[src/rtl/wb_dest_decoder_5bit_pkg.sv]
// rtl/wb_dest_decoder_5bit_pkg.sv - shared sizes and constants for the write-back destination decoder
package wb_dest_decoder_5bit_pkg;

  localparam int ADDR_W = 5;
  localparam int NREG   = 2 ** ADDR_W;
  localparam int CNT_W  = 2;

  localparam logic [ADDR_W-1:0] REG_ZERO = '0;
  localparam logic [CNT_W-1:0]  CNT_MAX  = '1;

endpackage

[src/rtl/wb_dest_decoder_5bit_decoder_5to32.sv]
// rtl/wb_dest_decoder_5bit_decoder_5to32.sv - combinational register-number to one-hot decoder with enable
module decoder_5to32
  import wb_dest_decoder_5bit_pkg::*;
(
  input  logic              en,
  input  logic [ADDR_W-1:0] sel,
  output logic [NREG-1:0]   onehot
);

  always_comb begin
    onehot = '0;
    if (en) onehot[sel] = 1'b1;
  end

endmodule

[src/rtl/wb_dest_decoder_5bit.sv]
// rtl/wb_dest_decoder_5bit.sv - write-back one-hot decoder with per-register in-flight scoreboard
module wb_dest_decoder_5bit
  import wb_dest_decoder_5bit_pkg::*;
(
  input  logic              clock,
  input  logic              reset_n,
  input  logic              issue_valid,
  input  logic [ADDR_W-1:0] issue_rd,
  output logic              issue_ready,
  input  logic              wb_valid,
  input  logic [ADDR_W-1:0] wb_rd,
  output logic [NREG-1:0]   wr_onehot,
  input  logic [ADDR_W-1:0] rs_a,
  input  logic [ADDR_W-1:0] rs_b,
  output logic              hazard_a,
  output logic              hazard_b,
  output logic [NREG-1:0]   pending,
  output logic              err_underflow
);

  logic [CNT_W-1:0] cnt [NREG];
  logic [NREG-1:0]  iss_oh;
  logic [NREG-1:0]  wb_oh;
  logic [NREG-1:0]  wr_next;
  logic             underflow;
  logic             issue_en;
  logic             wb_en;

  // Saturation is judged on registered state only; a same-cycle write-back does not bypass it.
  assign issue_ready = (issue_rd == REG_ZERO) || (cnt[issue_rd] != CNT_MAX);
  assign issue_en    = issue_valid && issue_ready && (issue_rd != REG_ZERO);
  assign wb_en       = wb_valid && (wb_rd != REG_ZERO);

  decoder_5to32 u_issue_dec (
    .en     (issue_en),
    .sel    (issue_rd),
    .onehot (iss_oh)
  );

  decoder_5to32 u_wb_dec (
    .en     (wb_en),
    .sel    (wb_rd),
    .onehot (wb_oh)
  );

  always_comb begin
    pending = '0;
    for (int r = 1; r < NREG; r++) pending[r] = (cnt[r] != '0);
  end

  assign hazard_a = pending[rs_a];
  assign hazard_b = pending[rs_b];

  // A write-back to an idle register is legal only when its issue lands in the same cycle.
  always_comb begin
    wr_next   = '0;
    underflow = 1'b0;
    for (int r = 1; r < NREG; r++) begin
      if (wb_oh[r]) begin
        if (pending[r] || iss_oh[r]) wr_next[r] = 1'b1;
        else                         underflow  = 1'b1;
      end
    end
  end

  always_ff @(posedge clock or negedge reset_n) begin
    if (!reset_n) begin
      for (int r = 0; r < NREG; r++) cnt[r] <= '0;
      wr_onehot     <= '0;
      err_underflow <= 1'b0;
    end else begin
      cnt[0] <= '0;
      for (int r = 1; r < NREG; r++) begin
        if (iss_oh[r] && !wb_oh[r])
          cnt[r] <= cnt[r] + 1'b1;
        else if (wb_oh[r] && !iss_oh[r] && pending[r])
          cnt[r] <= cnt[r] - 1'b1;
      end
      wr_onehot <= wr_next;
      if (underflow) err_underflow <= 1'b1;
    end
  end

endmodule

[config.mk]
export PLATFORM = sky130hd
export DESIGN_NAME = wb_dest_decoder_5bit
export DESIGN_NICKNAME = d
export VERILOG_FILES = /design/src/rtl/wb_dest_decoder_5bit_pkg.sv /design/src/rtl/wb_dest_decoder_5bit_decoder_5to32.sv /design/src/rtl/wb_dest_decoder_5bit.sv
export SDC_FILE = /design/constraint.sdc
export NUM_CORES = 1
export LEC_CHECK = 0
export CAP_MARGIN = 20
export CELL_PAD_IN_SITES_DETAIL_PLACEMENT = 2
export CELL_PAD_IN_SITES_GLOBAL_PLACEMENT = 2
export CORE_MARGIN = 3
export CORE_UTILIZATION = 35
export DETAILED_ROUTE_END_ITERATION = 7
export PLACE_DENSITY = 0.91
export SLEW_MARGIN = 10
export SYNTH_ARGS = -nofsm -noshare
export SYNTH_HDL_FRONTEND = slang
export SYNTH_HIERARCHICAL = 1
export SYNTH_SLANG_ARGS = --single-unit
[constraint.sdc]
create_clock -name clock -period 7.11 [get_ports clock]
set_input_delay 0.711 -clock clock [delete_from_list [all_inputs] [get_ports clock]]
set_output_delay 0.711 -clock clock [all_outputs]
set_load 0.02 [all_outputs]
# Word-level counts from Yosys, hierarchy flattened
# Index checks and enable logic that the tools add are counted.
[word_totals] reg_bits=94 inputBits=24
[op_classes] n_mux=199 addsub=62 n_reduce_logical=257 magnitude_cmp=7 eq_ne=1 bitwise_logic=1
[op_table] cell="1-bit two-way mux" count=128
[op_table] cell="2-bit two-way mux" count=64
[op_table] cell="2-bit nonzero test" count=62
[op_table] cell="1-bit logical AND" count=98
[op_table] cell="32-bit two-way mux" count=2
[op_table] cell="2-bit by 1-bit adder with 2-bit output (second input constant)" count=31
[op_table] cell="1-bit logical NOT" count=62
[op_table] cell="2-bit by 1-bit subtractor with 2-bit output (second input constant)" count=31
[op_table] cell="1-bit logical OR" count=32
[op_table] cell="5-bit by 6-bit less-than comparator with 1-bit output (second input constant)" count=4
[op_table] cell="1-bit binary-select mux with 5-bit select" count=2
[op_table] cell="2-bit binary-select mux with 5-bit select" count=1
[op_table] cell="1-bit demux with 5-bit select" count=2
[op_table] cell="5-bit by 1-bit greater-or-equal comparator with 1-bit output (second input constant)" count=2
[op_table] cell="5-bit nonzero test" count=2
[op_table] cell="6-bit greater-or-equal comparator (second input constant)" count=1
[op_table] cell="5-bit NOT with 6-bit output" count=1
[op_table] cell="5-bit logical NOT" count=1
[op_table] cell="2-bit != test (second input constant)" count=1

# Logic depth before layout (Yosys ltp)
# Gate-level depths: netlist (run 1).
[logic_depth] depth_word=72 ltp_mapped=14 ltp_nobuf=12

# Hierarchy
# Netlist (run 1), hierarchy kept.
[modules_own_cells] module="wb_dest_decoder_5bit" n_inst=1 cells_per_inst=674 area_each_um2=5764.3 seq_area_each_um2=2352.3
[modules_own_cells] module="decoder_5to32" n_inst=2 cells_per_inst=47 area_each_um2=230.2 seq_area_each_um2=0.0

# Worst setup path before layout (run 1)
# OpenSTA, ideal clock, no wires.
[synth_path] path_kind="input port to flip-flop" startpoint="input issue_rd[2]" endpoint="register err_underflow" slack_ns=3.455 path_stages=13 n_path_buf=2 arrival_ns=3.524 cell_sequence="clkbuf_1 clkbuf_1 o21ai_0 a22oi_1 nand3_1 o21ai_0 or4b_1 nor2_1 nand2b_1 o22ai_1 a21oi_1 nand4_1 or3_1"
[synth_between] word_cells_on_any_way=109 classes_between="order compare: 2; eq/ne: 1; mux: 68; bitwise: 1; reduce/logical: 37"
[synth_lines] item="start: declaration" line_no="wb_dest_decoder_5bit.sv:8" text="input logic [ADDR_W-1:0] issue_rd,"
[synth_lines] item="5-bit NOT with 6-bit output (implied by the code)" line_no="wb_dest_decoder_5bit.sv:30" text="assign issue_ready = (issue_rd == REG_ZERO) || (cnt[issue_rd] != CNT_MAX);"
[synth_lines] item="2-bit binary-select mux with 5-bit select" line_no="wb_dest_decoder_5bit.sv:30"
[synth_lines] item="2-bit two-way mux (implied by the code) (2 in a row)" line_no="wb_dest_decoder_5bit.sv:30"
[synth_lines] item="2-bit != test" line_no="wb_dest_decoder_5bit.sv:30"
[synth_lines] item="1-bit logical OR" line_no="wb_dest_decoder_5bit.sv:30"
[synth_lines] item="1-bit logical AND" line_no="wb_dest_decoder_5bit.sv:31" text="assign issue_en = issue_valid && issue_ready && (issue_rd != REG_ZERO);"
[synth_lines] item="1-bit logical AND *" line_no="wb_dest_decoder_5bit.sv:31"
[synth_lines] item="net issue_en" line_no="wb_dest_decoder_5bit.sv:26" text="logic issue_en;"
[synth_lines] item="[1 not listed]"
[synth_lines] item="net iss_oh[2]" line_no="wb_dest_decoder_5bit.sv:22" text="logic [NREG-1:0] iss_oh;"
[synth_lines] item="[53 not listed]"
[synth_lines] item="1-bit two-way mux" line_no="wb_dest_decoder_5bit.sv:60" text="if (pending[r] || iss_oh[r]) wr_next[r] = 1'b1;"
[synth_lines] item="1-bit two-way mux *" line_no="wb_dest_decoder_5bit.sv:59" text="if (wb_oh[r]) begin"
[synth_lines] item="1-bit two-way mux" line_no="wb_dest_decoder_5bit.sv:60"
[synth_lines] item="1-bit two-way mux *" line_no="wb_dest_decoder_5bit.sv:59"
[synth_lines] item="1-bit two-way mux" line_no="wb_dest_decoder_5bit.sv:60"
[synth_lines] item="1-bit two-way mux *" line_no="wb_dest_decoder_5bit.sv:59"
[synth_lines] item="1-bit two-way mux" line_no="wb_dest_decoder_5bit.sv:60"
[synth_lines] item="1-bit two-way mux *" line_no="wb_dest_decoder_5bit.sv:59"
[synth_lines] item="end signal: assignment" line_no="wb_dest_decoder_5bit.sv:70" text="err_underflow <= 1'b0;"
[synth_lines] item="end signal: assignment" line_no="wb_dest_decoder_5bit.sv:80" text="if (underflow) err_underflow <= 1'b1;"
[synth_lines] item="end: declaration" line_no="wb_dest_decoder_5bit.sv:18" text="output logic err_underflow"
# The timed path passes the listed nets; every way through them passes the cells marked *. The select of a mux whose other input is x is not followed.
# A chain may end at the register's enable or synchronous reset.

# Worst setup path in the final report (run 1)
[layout_path] startpoint="input issue_rd[2]" endpoint="register err_underflow"
[layout_between] word_cells_on_any_way=109 classes_between="order compare: 2; eq/ne: 1; mux: 68; bitwise: 1; reduce/logical: 37"
[layout_lines] item="5-bit NOT with 6-bit output (implied by the code)" line_no="wb_dest_decoder_5bit.sv:30"
[layout_lines] item="2-bit binary-select mux with 5-bit select" line_no="wb_dest_decoder_5bit.sv:30"
[layout_lines] item="2-bit two-way mux (implied by the code) (2 in a row)" line_no="wb_dest_decoder_5bit.sv:30"
[layout_lines] item="2-bit != test" line_no="wb_dest_decoder_5bit.sv:30"
[layout_lines] item="1-bit logical OR" line_no="wb_dest_decoder_5bit.sv:30"
[layout_lines] item="1-bit logical AND" line_no="wb_dest_decoder_5bit.sv:31"
[layout_lines] item="1-bit logical AND *" line_no="wb_dest_decoder_5bit.sv:31"
[layout_lines] item="net issue_en" line_no="wb_dest_decoder_5bit.sv:26"
[layout_lines] item="32-bit two-way mux *" line_no="wb_dest_decoder_5bit_decoder_5to32.sv:12" text="if (en) onehot[sel] = 1'b1;"
[layout_lines] item="net iss_oh[29]" line_no="wb_dest_decoder_5bit.sv:22"
[layout_lines] item="1-bit logical OR *" line_no="wb_dest_decoder_5bit.sv:60"
[layout_lines] item="1-bit two-way mux *" line_no="wb_dest_decoder_5bit.sv:60"
[layout_lines] item="1-bit two-way mux *" line_no="wb_dest_decoder_5bit.sv:59"
[layout_lines] item="1-bit two-way mux" line_no="wb_dest_decoder_5bit.sv:60"
[layout_lines] item="1-bit two-way mux *" line_no="wb_dest_decoder_5bit.sv:59"
[layout_lines] item="1-bit two-way mux" line_no="wb_dest_decoder_5bit.sv:60"
[layout_lines] item="1-bit two-way mux *" line_no="wb_dest_decoder_5bit.sv:59"
# Marks and branches as above.

==> summary.md, run 1 <==
Buffers inserted during clock tree synthesis total 9. Number of antenna violations at the first check in global routing: 0. At the worst endpoint, the required time is 7.35 ns. Data arrives at the worst endpoint at 5.45 ns.

The Yosys step of the flow raised 6 warnings. The critical path is of the primary input to register type. The logs give 0.0133 ns for the post-route clock skew and 0 for the post-CTS resize count. Dividing the detail-routed wire length by the instance count gives 23.6 um. Timing would allow up to 192 MHz. For the max-slew violation count, the log shows 0. The count of maximum capacitance violations is 0.

Summing all flip-flop and latch instances after layout gives 2350 um^2. Dividing the detail-routed via count by the number of cells gives 5.89. For the initial cell density of the core, the log shows 0.358. In this run the deepest clock path goes through 2 buffers. The global routing stage identified its most utilized layer as met2. Summed over all cells, the static leakage comes to 3.11 nW.

For the count of endpoints failing hold in the final timing report, the log shows 0. Part of the total power dissipated in combinational logic: 0.322. The run gives 1077 as the non-filler instance count after layout. The synthesis-to-layout area growth is 22.6%, and the post-route fraction of the period consumed by the critical path is 0.734. The insertion delay of the later-clocked pin in the worst-skew pair was 0.37 ns.

Setup repair after global routing left no endpoint under its margin. The internal power consumption was 1.14 mW. The logs give 17400 um^2 for the placeable core area and 0.379 for the portion of total power attributed to sequential cells. The top cell types in the final layout, fill and taps aside, are nor2_1 (159), dfrtp_1 (94), clkdlybuf4s50_1 (88), nor2b_1 (77), a21oi_1 (52).

TritonCTS built the clock tree. The tools report the startpoint type of the worst setup path as a primary input. The floorplan step set the die height to 139 um. In this run the power spent charging and discharging nets is 0.673 mW. Total standard cell area after synthesis: 6220 um^2. Summing over every cut layer, the via total after detailed routing is 6346. The logs give 505 for the number of DRC markers after the initial detailed-route iteration and 18900 um for the post-detailed-placement half-perimeter wirelength. The type of the tightest min-delay check is primary input to asynchronous set/reset pin.

The floorplan has 48 rows. Setup violations remaining at the end of the flow were counted as 0. The tools report the instance count of the mapped netlist as 766. In this run, placement finished with an instance count of 1061.

The worst setup path is captured at a register. The peak fanout along the critical path came out at 28. In this run the power density over the cells is 238 nW/um^2.

The leading cell type in the layout, fill and taps excluded was nor2_1. Each instance of the synthesized netlist takes up on average 8.12 um^2. For the total routing resource utilization after global routing, the log shows 0.265. The run gives 0.300 as the fraction of power consumed by the clock network. Via count of the first global-routing pass: 6874. The final routed wirelength across all metal layers is 25400 um, and the worst supply voltage drop on vdd is 0.000122 V.

The final critical-path required period came out at 5.22 ns. Fill cells in the final layout number 1971. The multi-input combinational cells in the finished layout cover a total of 3600 um^2.

The met2 track demand over resource was 0.451. The net count of the finished layout is 871. The number of antenna diodes in the final layout is 0. Traced cell by cell, the critical path runs through clkdlybuf4s50_1 -> o21ai_0 -> a22oi_1 -> nand3_1 -> o21ai_0 -> nand4_1 -> nor2_1 -> nand2b_1 -> nor3_1 -> a211oi_1 -> nand4_1 -> or3_1. Net switching fraction of the power: 0.372. The count of input and output buffers was 89; the delay contributed by the slowest stage of the critical path was 1.11 ns. The clock tree synthesis step divided the H-tree into 3 levels.

The met1 track demand over resource was 0.340. The number of setup buffers added after CTS is 0. Summed over all layers, the global routing overflow is 0.

The count of nets left with antenna violations once routing finished came out at 0. The met3 track demand over resource in global routing is 0.0423, and the number of hold buffers added after cts is 0. The first global-routing pass estimated 40300 um of wire.

Entering global routing, the biggest net connects 53 pins. The x dimension of the die is 139 um. CTS saw 94 sinks. For this design the top-level I/O count stands at 92.

The root cell of the clock tree was clkbuf_16. The final routed DRC violation total was 0; the post-CTS clock slew at the launch and capture registers of the worst setup and hold paths was 0.07 ns. The slew at the pin closest to its max-slew limit came out at 1.01 ns. The relative max-transition margin was 0.319. The final estimated routing congestion in global placement was 0.888. For this design, the slowest cell found on the critical path is clkdlybuf4s50_1.

The die area came out at 19400 um^2. The run finished with clean final reports. The tools report the post-route setup TNS as 0 ns.

Before antenna repair, the detailed router went through 5 iterations. Ratio of cells with drive above 1 in the final layout: 0.0481.
-- metrics by stage --
stage	worst slack (ns)	hold WS [ns]	instance area, um^2	util	power, mW
2_1_floorplan	3.48	0.415	6220	-	0.985
3_3_place_gp	1.67	0.523	7310	0.421	1.24
3_5_place_dp	1.69	0.532	7310	0.421	1.27
4_1_cts	2.01	0.367	7620	0.439	1.82
5_1_grt	1.47	0.392	7620	0.439	1.91
6_report	1.89	0.345	7620	0.439	1.81
-- final cells by class --
class	instances	share of cell area
multi-input combinational	607	0.473
sequential	94	0.309
timing repair buffer	91	0.118
tap	225	0.0369
clock buffer	13	0.0328
inverter	44	0.0217
clock inverter	3	0.00886
-- sequential cells by signal, summed over array words and instances, names as in the netlist --
| name | count |
|---|---|
| wr_onehot | 31 |
| cnt | 62 |
| err_underflow | 1 |
-- critical path, delay by kind of cell --
family                 cells  cell delay, ns
AOI/OAI and AO/OA          4            1.81
and+or+nand+nor            7            1.80
buffers and inverters      1            1.11
-- power by group through the flow --
stage	combinational (mW)	sequential (mW)	clock, mW
2_1_floorplan	0.328	0.657	0
3_3_place_gp	0.557	0.688	0
3_5_place_dp	0.578	0.691	0
4_1_cts	0.585	0.684	0.553
5_1_grt	0.629	0.699	0.577
6_report	0.583	0.686	0.543
-- per-layer routing --
metal / routed length (um) / part of all wire
met1: 10700 / 0.42
met2: 12500 / 0.49
met3: 1490 / 0.058
met4: 779 / 0.031
met5: 0 / 0
-- worst paths after layout --
| path | start | endpoint | slack [ns] | cells after the start |
|---|---|---|---|---|
| worst max-delay path | issue_rd[2] | err_underflow$_DFFE_PN0P_ | 1.89 | 12 |
| min in group clock | cnt[58]$_DFFE_PN0P_ | cnt[58]$_DFFE_PN0P_ | 0.55 | 1 |
| worst max register to register | cnt[23]$_DFFE_PN0P_ | err_underflow$_DFFE_PN0P_ | 2.91 | 12 |
| max in group asynchronous | reset_n | cnt[39]$_DFFE_PN0P_ | 5.63 | 2 |
| worst min register to register | cnt[58]$_DFFE_PN0P_ | cnt[58]$_DFFE_PN0P_ | 0.55 | 1 |
| worst min-delay path | reset_n | cnt[30]$_DFFE_PN0P_ | 0.35 | 1 |
Note: power is estimated with default switching activity, not from simulation.
==> run 2: changes to the inputs <==
--- a/config.mk
+++ b/config.mk
@@ -9,9 +9,9 @@
 export CELL_PAD_IN_SITES_DETAIL_PLACEMENT = 2
 export CELL_PAD_IN_SITES_GLOBAL_PLACEMENT = 2
 export CORE_MARGIN = 3
-export CORE_UTILIZATION = 35
+export CORE_UTILIZATION = 33
 export DETAILED_ROUTE_END_ITERATION = 7
-export PLACE_DENSITY = 0.91
+export PLACE_DENSITY = 0.87
 export SLEW_MARGIN = 10
 export SYNTH_ARGS = -nofsm -noshare
 export SYNTH_HDL_FRONTEND = slang
==> constraint.sdc (replaced) <==
create_clock -name clock -period 5.2 [get_ports clock]
set_input_delay 0.52 -clock clock [delete_from_list [all_inputs] [get_ports clock]]
set_output_delay 0.52 -clock clock [all_outputs]
set_load 0.02 [all_outputs]
==> run 2 against run 1 <==
Net effect:
- first-iteration DRC count down 30%
- clock skew decreased by 0.00061 ns
- sequential share of layout area down 0.14 points
- register-to-register slack got worse by 1.7 ns
- clock power increased by 36%
- die area grew 5.8%
- via count down 0.88%
==> summary.md, run 2 (synthesized netlist as in run 1, its figures left out) <==
Final global-route overflow total: 0 (unchanged). The tools report the endpoint class of the critical path as a register. In the layout the commonest cells are nor2_1 (159), dfrtp_1 (94), clkdlybuf4s50_1 (88), nor2b_1 (77), a21oi_1 (52).

For the max-slew violation count, the log shows 0 (unchanged). The worst setup slack before clock tree synthesis was 0.389 ns (-1.30 ns). The net switching fraction of the power was 0.369 (-0.00278). The run finished with clean final reports. The number of nets in the layout is 875 (+0.46%).

The slew at the pin closest to its max-slew limit works out to 0.725 ns (-0.286 ns). The overall power was 2.47 mW (+36%); the worst supply voltage drop on vdd was 0.000191 V (+56%). The final routed DRC violation total is 0 (unchanged). The tools report the final routed wirelength across all metal layers as 24800 um (-2.7%). The tools report the internal power consumption as 1.56 mW (+37%). The count of endpoints failing hold in the final timing report came out at 0 (unchanged). The first-pass GRT wire length was 39300 um (-2.5%). The run gives 0.910 mW (+35%) as the total net switching power. Final setup violation count: 0 (unchanged). The worst path needs 4.54 ns of the cycle, external delays included. The logs give 6290 (-0.88%) for the via count and 0.249 (-0.0161) for the total routing resource utilization after global routing. For this design, the slowest cell found on the critical path is clkdlybuf4s50_1. The run gives 0.321 (about the same) as the part of the total power dissipated in combinational logic. In this run the worst hold path is classified as primary input to asynchronous set/reset pin.

Height of the die: 143 um (+2.9%). Number of DRC markers after the initial detailed-route iteration: 352 (-30%). Fraction of power consumed by the clock network: 0.300 (about the same). The non-filler instance count after layout was 1085 (+0.74%); the number of buffers on the longest clock path was 2 (unchanged).

The post-route setup TNS was 0 ns (unchanged). The logs give 0 (unchanged) for the number of hold buffers added after cts and 9 (unchanged) for the clock buffer count from CTS. The tools report the via count of the first global-routing pass as 6691 (-2.7%).

The post-CTS resize count came out at 0 (unchanged). The post-route clock skew is 0.0127 ns (-0.000609 ns). The run gives 92 (unchanged) as the number of top-level pins. CTS placed an instance of clkbuf_16 at the clock tree root.

The insertion delay of the later-clocked pin in the worst-skew pair came out at 0.36 ns (about the same). The cell family contributing the most delay on the critical path is simple AND/OR/NAND/NOR gates. In the final layout, the registers with the most flip-flops are cnt x62, wr_onehot x31, err_underflow x1. The count of input and output buffers was 89 (unchanged); the maximum number of pins on one net before global-route repair was 50 (-5.7%). The critical path start-end classification is primary input to register. cnt holds more flip-flops than any other register. The x dimension of the die is 143 um (+2.9%). For the final estimated routing congestion in global placement, the log shows 0.909 (+2.3%). The tools report the post-detailed-placement cell area as 7340 um^2 (+0.48%). Leading cell type in the layout, fill and taps excluded: nor2_1. The post-route worst hold slack was 0.195 ns (-0.150 ns); the number of flip-flops in the largest register was 62 (unchanged).

Walking the worst path, the cells encountered are clkdlybuf4s50_1 -> buf_4 -> nand3_1 -> o21ai_0 -> a22oi_1 -> nand3_1 -> o21ai_0 -> nand4b_1 -> nor2_1 -> nand2b_1 -> nor3_1 -> a2111oi_0 -> nand4_1 -> or3_1. The post-layout instance area is 7660 um^2 (+0.44%). The total number of H-tree levels was 3 (unchanged). The peak fanout along the critical path was 21 (-25%); the final core utilization was 0.421 (-0.0187). The number of setup buffers added after CTS was 0 (unchanged); the count of maximum capacitance violations was 0 (unchanged).

The number of antenna violations at the first check in global routing is 1 (+1). The relative max-transition margin was 0.504 (+0.185). The antenna diode count is 0 (unchanged).

The initial cell density of the core came out at 0.341 (-0.0168). The via density per instance was 5.80 (-1.6%); the power density of the placed cells was 322 nW/um^2 (+36%). Setup repair after global routing left no endpoint under its margin.

For the placed instance count, the log shows 1069 (+0.75%). The run gives 19000 um (+0.48%) as the post-detailed-placement half-perimeter wirelength. The routed length per placed instance is 22.8 um (-3.4%), and the number of nets still failing antenna checks after routing is 0 (unchanged). The tools report the number of clock sinks seen by CTS as 94 (unchanged). The post-route fraction of the period consumed by the critical path came out at 0.873. The run gives 5.44 ns (-1.91 ns) as the required time of the worst setup path. TritonCTS built the clock tree.

The number of iterations in the first detailed-routing pass was 5 (unchanged). The portion of total power attributed to sequential cells came out at 0.380 (about the same). The delay contributed by the slowest stage of the critical path was 0.79 ns (-0.32 ns); the leakage power figure was 3.13 nW (+0.83%). The number of placement rows is 49 (+2.1%). STA classifies the critical path startpoint as a primary input. Static timing analysis puts the maximum clock frequency at 220 MHz. The post-CTS clock slew at the launch and capture registers of the worst setup and hold paths came out at 0.07 ns (about the same). The total buffers and inverters traversed by the critical path was 2 (+1).

The critical path arrival was 4.78 ns (-0.67 ns); the slack of the critical path was 0.660 ns (-1.23 ns). The ratio of cells with drive above 1 in the final layout is 0.0537 (+0.00562), and the placeable core area is 18200 um^2 (+4.9%). The synthesis-to-layout area growth is 23.2%. The die area came out at 20500 um^2 (+5.8%).
==> run 2: layer usage <==
metal	vias up	wire length [um]	global-route usage
li1	2850	-	-
met1	3201	10900	0.327
met2	178	11800	0.411
met3	59	1110	0.0422
met4	2	974	0.0976
met5	-	13	0
==> run 2: final timing paths <==
check | from | to | slack (ns) | depth (start not counted)
worst max-delay path | issue_rd[2] | err_underflow$_DFFE_PN0P_ | 0.66 | 14
max in group asynchronous | reset_n | cnt[35]$_DFFE_PN0P_ | 3.87 | 2
min in group clock | cnt[40]$_DFFE_PN0P_ | cnt[40]$_DFFE_PN0P_ | 0.56 | 1
worst min-delay path | reset_n | cnt[2]$_DFFE_PN0P_ | 0.20 | 1
worst min register to register | cnt[40]$_DFFE_PN0P_ | cnt[40]$_DFFE_PN0P_ | 0.56 | 1
worst max register to register | cnt[42]$_DFFE_PN0P_ | err_underflow$_DFFE_PN0P_ | 1.26 | 12
==> run 2: area by class of cell <==
cell class	instances	area (um^2)
repair buffers	95	933
fillers	2058	10600
flip-flops and latches	94	2350
inverters	44	165
well taps	229	287
clock inverters	4	70.1
multi-input cells	607	3600
clock buffers	12	246
==> run 2: power groups by stage <==
stage / clock network, mW / logic [mW] / registers [mW]
final: 0.739 / 0.791 / 0.936
after floorplan: 0 / 0.448 / 0.898
after global placement: 0 / 0.764 / 0.939
after global routing: 0.785 / 0.860 / 0.954
after detailed placement: 0 / 0.785 / 0.944
after CTS: 0.759 / 0.794 / 0.933
==> run 3: changes to the inputs <==
--- a/config.mk
+++ b/config.mk
@@ -8,10 +8,13 @@
 export CAP_MARGIN = 20
 export CELL_PAD_IN_SITES_DETAIL_PLACEMENT = 2
 export CELL_PAD_IN_SITES_GLOBAL_PLACEMENT = 2
+export CORE_ASPECT_RATIO = 1.2
 export CORE_MARGIN = 3
-export CORE_UTILIZATION = 33
+export CORE_UTILIZATION = 38
 export DETAILED_ROUTE_END_ITERATION = 7
-export PLACE_DENSITY = 0.87
+export DONT_BUFFER_PORTS = 1
+export GPL_TIMING_DRIVEN = 0
+export PLACE_DENSITY = 0.85
 export SLEW_MARGIN = 10
 export SYNTH_ARGS = -nofsm -noshare
 export SYNTH_HDL_FRONTEND = slang
==> run 3 against run 2 <==
Net effect:
- utilization grew 0.99 points
- first-iteration DRC count shrank 14%
- critical path depth shrank 1
- flip-flop and latch count is the same
- cell count shrank 8.5%
- count of clock-buffer cells in the layout is the same
- sequential power shrank 1%
- global-route usage grew 3.0 points
==> summary.md, run 3 (synthesized netlist as in run 1, its figures left out) <==
The logs give 0 (unchanged) for the final global-route overflow total and 0.393 (+0.0514) for the initial cell density of the core. The critical path start-end classification is primary input to register. The run gives 50 (+2.0%) as the number of placement rows.

The via density per instance came out at 6.09 (+5.0%). The count of input and output buffers is 0 (-100%). For the leakage power figure, the log shows 2.83 nW (-9.8%). The critical register-to-register path endpoint was err_underflow$_DFFE_PN0P_.

The logs give 0.431 (+0.00991) for the final core utilization and 0.283 (-0.038) for the part of the total power dissipated in combinational logic. The logs give 975 (-8.8%) for the placed instance count and 0.306 (+0.006) for the fraction of power consumed by the clock network. The logs give 0.909 (about the same) for the final estimated routing congestion in global placement and 0 (unchanged) for the number of nets still failing antenna checks after routing. The run gives 92 (unchanged) as the number of top-level pins. The power density of the placed cells was 331 nW/um^2 (+2.6%); the post-route fraction of the period consumed by the critical path was 0.953 (+0.0804).

The ratio of cells with drive above 1 in the final layout came out at 0.0574 (+0.00366). TritonCTS built the clock tree. Total area of multi-input combinational cells: 3610 um^2 (about the same).

The slew at the pin closest to its max-slew limit came out at 0.868 ns (+0.143 ns). For the number of DRC markers after the initial detailed-route iteration, the log shows 304 (-14%). The logic depth of the worst register-to-register path is 12 (unchanged). The startpoint identified for the worst register-to-register timing path is cnt[34]$_DFFE_PN0P_.

The total net switching power came out at 0.866 mW (-4.8%). Height of the die: 146 um (+2.0%). For the total number of H-tree levels, the log shows 3 (unchanged).

The relative max-transition margin came out at 0.406 (-0.0979). The worst setup path is captured at a register. The routed length per placed instance is 24.9 um (+9.2%), and the internal power consumption is 1.39 mW (-11%). For the count of maximum capacitance violations, the log shows 0 (unchanged).

Walking the worst path, the cells encountered are clkbuf_1 -> clkbuf_1 -> o21ai_0 -> a221oi_1 -> nand4_1 -> o21ai_1 -> nand4b_1 -> nor2_1 -> nor2b_1 -> a2111oi_0 -> and3_1 -> nand4_1 -> or3_1. STA classifies the critical path startpoint as a primary input. CTS placed an instance of clkbuf_16 at the clock tree root. The leading cell type in the layout, fill and taps excluded was nor2_1.

The area growth from synthesis to layout is 9.60%. The post-detailed-placement half-perimeter wirelength was 18400 um (-3.0%). The library cells used most frequently in the layout, excluding fill and tap cells, are nor2_1 (159), dfrtp_1 (94), nor2b_1 (77), a21oi_1 (52). The tools report the first-pass GRT wire length as 38100 um (-3.1%).

The post-CTS clock slew at the launch and capture registers of the worst setup and hold paths was 0.07 ns (about the same). The tools report the count of endpoints failing hold in the final timing report as 0 (unchanged). The insertion delay of the later-clocked pin in the worst-skew pair was 0.35 ns (about the same); the total routing resource utilization after global routing was 0.280 (+0.0304). The peak fanout along the critical path was 10 (-52%). For the post-route setup TNS, the log shows 0 ns (unchanged).

The run gives 2350 um^2 (unchanged) as the area taken by flip-flops and latches. The final routed wirelength across all metal layers is 24800 um (about the same), and the net switching fraction of the power is 0.385 (+0.0158). The fill cell total of the finished layout came out at 1772 (-14%).

The total buffers and inverters traversed by the critical path was 2 (unchanged). The tools report the worst supply voltage drop on vdd as 0.000157 V (-18%). The largest registers in the layout are cnt x62, wr_onehot x31, err_underflow x1. The number of flip-flops in the largest register came out at 62 (unchanged).

The post-route clock skew is 0.00643 ns (-0.00625 ns), and the worst setup slack before clock tree synthesis is -0.179 ns (-0.568 ns). The kind of cell with the highest combined delay along the critical path is compound AO/OA/AOI/OAI gates. The die area is 17900 um^2 (-13%), and the required time of the worst setup path is 5.44 ns (about the same). The via count of the first global-routing pass is 6520 (-2.6%), and the final routed DRC violation total is 0 (unchanged). The tools report the via count as 6043 (-3.9%). The tools report the clock buffer count from CTS as 9 (unchanged). The max-slew violation count was 0 (unchanged); the final critical-path required period was 4.96 ns (+0.418 ns). The number of antenna violations at the first check in global routing is 0 (-1), and the fmax is 202 MHz (-8.4%). The delay contributed by the slowest stage of the critical path was 0.82 ns (+0.03 ns); the number of iterations in the first detailed-routing pass was 6 (+1). The number of buffers on the longest clock path was 2 (unchanged). The non-filler instance count after layout was 993 (-8.5%). The flow ran to the end, and the final reports show no timing, DRC or antenna violations.

The path class of the tightest hold or removal check is primary input to asynchronous set/reset pin. The library cell contributing the largest single delay on the critical path was a2111oi_0. The tools report the maximum number of pins on one net before global-route repair as 95 (+90%). The x dimension of the die is 123 um (-14%). Critical path arrival: 5.19 ns (+0.41 ns). Counting flops per register, the top entry is cnt. The logs give 0 (unchanged) for the final setup violation count and 0 (unchanged) for the number of setup buffers added after CTS. The worst reg-to-reg setup slack came out at 1.08 ns (-0.18 ns). The tools report the portion of total power attributed to sequential cells as 0.412 (+0.032). For the number of nets in the layout, the log shows 803 (-8.2%).

Placeable core area: 15800 um^2 (-13%). Setup repair after global routing left no endpoint under its margin. The tools report the number of clock sinks seen by CTS as 94 (unchanged). The slack of the critical path is 0.242 ns (-0.418 ns).
-- run 3: layer usage --
metal  vias to the layer above  part of all wire  GRT usage
met2                       182              0.51      0.488
met3                        70             0.055     0.0639
met4                         0             0.051      0.146
met1                      3094              0.38      0.313
met5                         -                 0          0
li1                       2697                 -          -
-- run 3: final cells by class --
class	instances	share of cell area
timing repair buffer	1	0.00404
clock inverter	4	0.00661
antenna	1	0.000367
inverter	44	0.0242
tap	208	0.0382
buffer	22	0.0145
clock buffer	12	0.0376
sequential	94	0.345
multi-input combinational	607	0.529
-- run 3: worst max-delay path by stage --
stage                start                   endpoint  slack (ns)  depth (start not counted)
6_report       issue_rd[2]  err_underflow$_DFFE_PN0P_        0.24                         13
5_1_grt        issue_rd[2]  err_underflow$_DFFE_PN0P_        0.07                         13
4_1_cts        issue_rd[2]  err_underflow$_DFFE_PN0P_        0.18                         12
3_5_place_dp   issue_rd[2]  err_underflow$_DFFE_PN0P_       -0.18                         13
3_3_place_gp   issue_rd[2]  err_underflow$_DFFE_PN0P_       -0.16                         12
2_1_floorplan  issue_rd[2]  err_underflow$_DFFE_PN0P_        1.76                         13
-- run 3: timing repair --
action                                 4_1_cts  5_1_grt
endpoints found under the hold margin       94        0
resized for setup                            0        2
setup endpoints to repair                    0        1
hold buffers                                 1        0
-- run 3: power groups by stage --
stage / Combinational, mW / Sequential (mW) / Clock (mW)
floorplan: 0.448 / 0.898 / 0
global placement: 0.576 / 0.922 / 0
detailed placement: 0.609 / 0.935 / 0
CTS: 0.637 / 0.926 / 0.709
global route: 0.691 / 0.945 / 0.742
finish: 0.637 / 0.927 / 0.688
-- run 3: stage by stage --
stage	power [mW]	instance area [um^2]	hold slack [ns]
final	2.25	6810	0.0963
after global placement	1.50	6480	0.229
after floorplan	1.35	6220	0.224
after detailed placement	1.54	6480	0.228
after global routing	2.38	6810	0.124
after CTS	2.27	6810	0.107
